==> config.mk <==
export PLATFORM = sky130hd
export DESIGN_NAME = lu_serial_driver
export DESIGN_NICKNAME = d
export VERILOG_FILES = /design/src/rtl/lu_pkg.sv /design/src/rtl/lu_serial_driver.sv
export SDC_FILE = /design/constraint.sdc
export NUM_CORES = 1
export LEC_CHECK = 0
export BUFFER_PORTS_ARGS = -buffer_cell sky130_fd_sc_hd__buf_2
export CAP_MARGIN = 20
export CORE_MARGIN = 2
export CORE_UTILIZATION = 35
export DETAILED_ROUTE_END_ITERATION = 10
export PLACE_DENSITY = 0.53
export SLEW_MARGIN = 5
export SYNTH_ARGS = -nofsm -noshare
export SYNTH_HDL_FRONTEND = slang
export SYNTH_SLANG_ARGS = --single-unit
==> constraint.sdc <==
create_clock -name clk -period 1.9 [get_ports clk]
set_input_delay 0.57 -clock clk [delete_from_list [all_inputs] [get_ports clk]]
set_output_delay 0.57 -clock clk [all_outputs]
set_load 0.1 [all_outputs]
==> src/rtl/lu_pkg.sv <==
`default_nettype none
// ============================================================================
//  Module  : lu_pkg
//  Purpose : Shared definitions for the serial driver of the 1-bit gate LU:
//            opcode constants ({select_group, select_op}), the driver FSM
//            state type and a reference model of the 1-bit LU.
//  Ports   : none (package)
//  Rev     : 1.0  initial release
// ============================================================================
package lu_pkg;

   localparam logic [1:0] LU_NAND = 2'b00;
   localparam logic [1:0] LU_AND  = 2'b01;
   localparam logic [1:0] LU_NOR  = 2'b10;
   localparam logic [1:0] LU_OR   = 2'b11;

   typedef enum logic [1:0] {
      IDLE  = 2'd0,
      SHIFT = 2'd1,
      DONE  = 2'd2
   } state_t;

   // Expected output of the 1-bit LU for one bit pair; op = {group, op}.
   function automatic logic lu_ref(input logic a, input logic b, input logic [1:0] op);
      logic r;
      case (op)
         LU_NAND: r = ~(a & b);
         LU_AND:  r = a & b;
         LU_NOR:  r = ~(a | b);
         default: r = a | b;
      endcase
      return r;
   endfunction

endpackage
`default_nettype wire

==> src/rtl/lu_serial_driver.sv <==
`default_nettype none
// ============================================================================
//  Module  : lu_serial_driver
//  Purpose : Captures a WIDTH-bit operand pair and opcode, streams one bit per
//            clock (LSB first) into an external 1-bit gate LU, and assembles the
//            LU output into a WIDTH-bit result. A one-cycle done pulse marks
//            completion; a start in DONE chains straight into the next op.
//  Ports   : clk, rst_n (async, active low)
//            start, op_a, op_b, select_op, select_group   - command in
//            lu_a, lu_b, lu_select_op, lu_select_group    - to the LU
//            lu_result                                    - from the LU
//            result, busy, done                           - status out
//            mismatch (only with LU_SELF_CHECK_EN)        - sticky LU check
//  Config  : `define LU_SELF_CHECK_EN adds an internal reference checker and
//            the mismatch output.
//  Rev     : 1.0  initial release
// ============================================================================
module lu_serial_driver
   import lu_pkg::*;
#(
   parameter int WIDTH = 8
) (
   input  logic             clk,
   input  logic             rst_n,
   input  logic             start,
   input  logic [WIDTH-1:0] op_a,
   input  logic [WIDTH-1:0] op_b,
   input  logic             select_op,
   input  logic             select_group,
   output logic             lu_a,
   output logic             lu_b,
   output logic             lu_select_op,
   output logic             lu_select_group,
   input  logic             lu_result,
   output logic [WIDTH-1:0] result,
   output logic             busy,
   output logic             done
`ifdef LU_SELF_CHECK_EN
   ,
   output logic             mismatch
`endif
);

   localparam int               IDX_W    = $clog2(WIDTH);
   localparam logic [IDX_W-1:0] LAST_IDX = IDX_W'(WIDTH - 1);

   state_t           state_q, state_d;
   logic [IDX_W-1:0] idx_q, idx_d;
   logic [WIDTH-1:0] a_q, a_d;
   logic [WIDTH-1:0] b_q, b_d;
   logic [WIDTH-1:0] result_q, result_d;
   logic             sel_op_q, sel_op_d;
   logic             sel_group_q, sel_group_d;
   logic             accept;
`ifdef LU_SELF_CHECK_EN
   logic             mismatch_q, mismatch_d;
`endif

   // Start is honoured only when no operation is in flight.
   assign accept = start && ((state_q == IDLE) || (state_q == DONE));

   // ---------------- state / datapath register ----------------
   always_ff @(posedge clk or negedge rst_n) begin
      if (!rst_n) begin
         state_q     <= IDLE;
         idx_q       <= '0;
         a_q         <= '0;
         b_q         <= '0;
         result_q    <= '0;
         sel_op_q    <= 1'b0;
         sel_group_q <= 1'b0;
`ifdef LU_SELF_CHECK_EN
         mismatch_q  <= 1'b0;
`endif
      end else begin
         state_q     <= state_d;
         idx_q       <= idx_d;
         a_q         <= a_d;
         b_q         <= b_d;
         result_q    <= result_d;
         sel_op_q    <= sel_op_d;
         sel_group_q <= sel_group_d;
`ifdef LU_SELF_CHECK_EN
         mismatch_q  <= mismatch_d;
`endif
      end
   end

   // ---------------- next state ----------------
   always_comb begin
      state_d = state_q;
      case (state_q)
         IDLE:    if (start) state_d = SHIFT;
         SHIFT:   if (idx_q == LAST_IDX) state_d = DONE;
         DONE:    state_d = start ? SHIFT : IDLE;
         default: state_d = IDLE;
      endcase
   end

   // ---------------- datapath next values ----------------
   always_comb begin
      idx_d       = idx_q;
      a_d         = a_q;
      b_d         = b_q;
      result_d    = result_q;
      sel_op_d    = sel_op_q;
      sel_group_d = sel_group_q;
      if (accept) begin
         a_d         = op_a;
         b_d         = op_b;
         sel_op_d    = select_op;
         sel_group_d = select_group;
         idx_d       = '0;
      end else if (state_q == SHIFT) begin
         // Result is built in place; the index parks at the last bit.
         result_d[idx_q] = lu_result;
         if (idx_q != LAST_IDX) idx_d = idx_q + IDX_W'(1);
      end
   end

`ifdef LU_SELF_CHECK_EN
   always_comb begin
      mismatch_d = mismatch_q;
      if (accept)
         mismatch_d = 1'b0;
      else if ((state_q == SHIFT) &&
               (lu_ref(a_q[idx_q], b_q[idx_q], {sel_group_q, sel_op_q}) != lu_result))
         mismatch_d = 1'b1;
   end

   assign mismatch = mismatch_q;
`endif

   // ---------------- outputs ----------------
   always_comb begin
      busy            = (state_q == SHIFT);
      done            = (state_q == DONE);
      lu_a            = (state_q == SHIFT) ? a_q[idx_q] : 1'b0;
      lu_b            = (state_q == SHIFT) ? b_q[idx_q] : 1'b0;
      lu_select_op    = sel_op_q;
      lu_select_group = sel_group_q;
      result          = result_q;
   end

endmodule
`default_nettype wire

==> flow_summary.yaml <==
outcome:
  status: "finished, violations left"
  violations: "negative setup slack"
synthesis:
  yosys-top-cells-area: "dfrtp_1, nand2_1, mux2_1"
  syn-cell-area_mm2: 0.00147
  yosysUniqueCellTypes: 27
  yosysTopAreaCellShare: 0.529
  synth-seq-cells: 31
  syn_area_per_cell_um2: 9.84
  synthCells: 149
  yosysWarnings: 0
  seq_area_frac_synth: 0.529
  yosys.area.top_type: "dfrtp_1"
  synth.net_count: 173
clock_tree:
  clk_latency_ns: 0.28
  cts_buffers: 5
  clock_sinks: 31
  h-tree-depth: 2
  clkTransAtPathRegs_ns: 0.07
  cts_max_path_buffers: 2
  hold_buffers: 0
  cts-root-buf: "clkbuf_8"
  tritoncts: "yes"
setup_path:
  cpPeakStageDelay_ns: 0.46
  crit_fanout: 7
  crit_type: "reg -> out"
  cp.arrival_ns: 1.71
  crit_path_cell_trace: "buf_6 -> mux2i_1 -> o22ai_1 -> o31a_2 -> buf_12"
  critPathBufInv: 2
  start_kind: "register"
  end_kind: "primary output"
  crit_required_ns: 1.33
  reg2reg_depth: 8
  cp_num_cells: 5
  critPathSlowestCell: "dfrtp_2"
  cp_top_family: "compound AO/OA/AOI/OAI gates"
sta:
  tightestPinTransition_ns: 0.682
  rsz0062_at_grt: "true"
  finalHoldViolations: 0
  maxSlewHeadroom: 0.545
  setup_ws_ns: -0.378
  fin_worst_skew_ns: 0.0105
  slew_viol_final: 0
  fmax_mhz: 439
  post-route-min-period_ns: 2.28
  whs_ns: 0.320
  finalCritPeriodShare: 1.20
  setup_viol: 2
routing:
  vias_per_cell: 4.65
  wl_met3_um: 175
  antenna_left: 0
  wl_met2_um: 1660
  wire_per_inst_um: 12.7
  wl_met1_um: 1340
  first_iter_violations: 15
  drcViolationCount: 0
  vias: 1176
  wirelength_um: 3220
  drt-pass1-iter-count: 4
  top_layer: "met4"
cells_and_area:
  final_area_mm2: 0.00202
  num_antenna_cells: 0
  finalNetCount: 227
  area_growth_pct: 37.6
  drive_above_1_share: 0.374
  utilization: 0.501
  fin_cells: 253
global_route:
  grt_overflow: 0
  grt_use_total: 0.157
  grt_pass1_wl_um: 5400
  grt_antenna_before_repair: 0
  grt_pass1_vias: 1225
  grt_start_max_net_pins: 32
hold_path:
  hold_path_class: "in -> async"
placement:
  place_area_mm2: 0.00176
  gp_congestion: 0.726
  hpwlAfterDp_um: 2280
  dp.cells: 236
  io_buffers: 35
die:
  die-area_mm2: 0.00472
  die_h_um: 68.7
  ios: 36
  start_util: 0.364
  placement_rows: 23
  core_area_mm2: 0.00403
  die_x_um: 68.7
flow_run:
  drv_cap: 0
[sequential cells by signal (all words and copies together), names as in the netlist]
signal / cells
lu_select_group: 1
result: 8
b_q: 8
idx_q: 3
a_q: 8
state_q: 2
lu_select_op: 1
[stage by stage]
step	setup WS (ns)	setup TNS, ns
finish	-0.378	-0.679
global route	-0.455	-0.991
CTS	-0.372	-0.692
detailed placement	-0.265	-0.903
global placement	-0.193	-0.383
floorplan	-0.180	-0.180
[cells in the final DEF, fill, tap and decap left out, types with 2 or more instances in the layout]
cell type  netlist  final
dfrtp_1         31     30
buf_4            0     17
buf_2            3     31
nand2b_1         3      3
nand3_1          4      2
nand2_1         56     56
nor2_1           4      4
mux2i_1          6      6
o21ai_1          3      2
buf_6            4      3
mux2_1           8      8
nand3_2          0      2
buf_12           0      4
nor3_1           4      4
o22ai_1          2      2
clkbuf_8         0      6
inv_1            2      2
ha_4             0      2
[synthesized netlist by cell type]
library cell / instances
a41o_1: 1
nand2b_1: 3
nor4_4: 1
or2b_1: 1
buf_2: 3
mux2i_1: 6
inv_1: 2
nand3b_1: 1
and2_1: 1
buf_6: 4
clkbuf_1: 2
o21ai_1: 3
nor2_1: 4
mux2_1: 8
nor3_2: 1
nor2b_1: 2
a21oi_1: 1
nand2_1: 56
inv_2: 1
ha_1: 2
o31a_1: 2
nor3_1: 4
nand3_1: 4
or3b_1: 2
nor4bb_1: 1
o22ai_1: 2
dfrtp_1: 31
[repair_timing]
action                     4_1_cts  5_1_grt
pin swaps                        0        3
setup buffers                    4        5
resized for setup               14       10
setup endpoints to repair        5        5
[cell type report]
cell class / instances / area, µm²
clock inverter: 1 / 5.00
clock buffer: 6 / 82.6
timing repair buffer: 56 / 412
fill: 405 / 2010
tap: 50 / 62.6
inverter: 3 / 13.8
sequential: 31 / 777
multi-input combinational: 106 / 666
[layer usage]
metal | vias up | GRT usage
met5 | - | 0
li1 | 591 | -
met3 | 4 | 0.0552
met1 | 550 | 0.183
met2 | 31 | 0.262
met4 | 0 | 0.0662
[kinds of logic (layout without fill, tap and decap cells)]
family,after synthesis,after routing,share of synthesized area
adder cells (fa/ha/maj),2,2,0.0171
flip-flops,31,31,0.529
AO/OA/AOI/OAI,9,9,0.0410
multiplexers,14,14,0.102
buffers and inverters,12,66,0.0538
AND/OR/NAND/NOR,81,81,0.257
[worst paths after layout]
check,start,end,slack [ns]
max reg2reg,idx_q[0]$_DFFE_PN0P_,idx_q[2]$_DFFE_PN0P_,0.01
min in group clk,a_q[1]$_DFFE_PN0P_,a_q[1]$_DFFE_PN0P_,0.47
min,rst_n,result[4]$_DFFE_PN0P_,0.32
max,idx_q[0]$_DFFE_PN0P_,lu_a,-0.38
max in group asynchronous,rst_n,idx_q[0]$_DFFE_PN0P_,1.09
min reg2reg,a_q[1]$_DFFE_PN0P_,a_q[1]$_DFFE_PN0P_,0.47
Power is left out: the tool's default activity adds up to more than one toggle a clock period on the data nets, which glitch-free logic cannot reach.
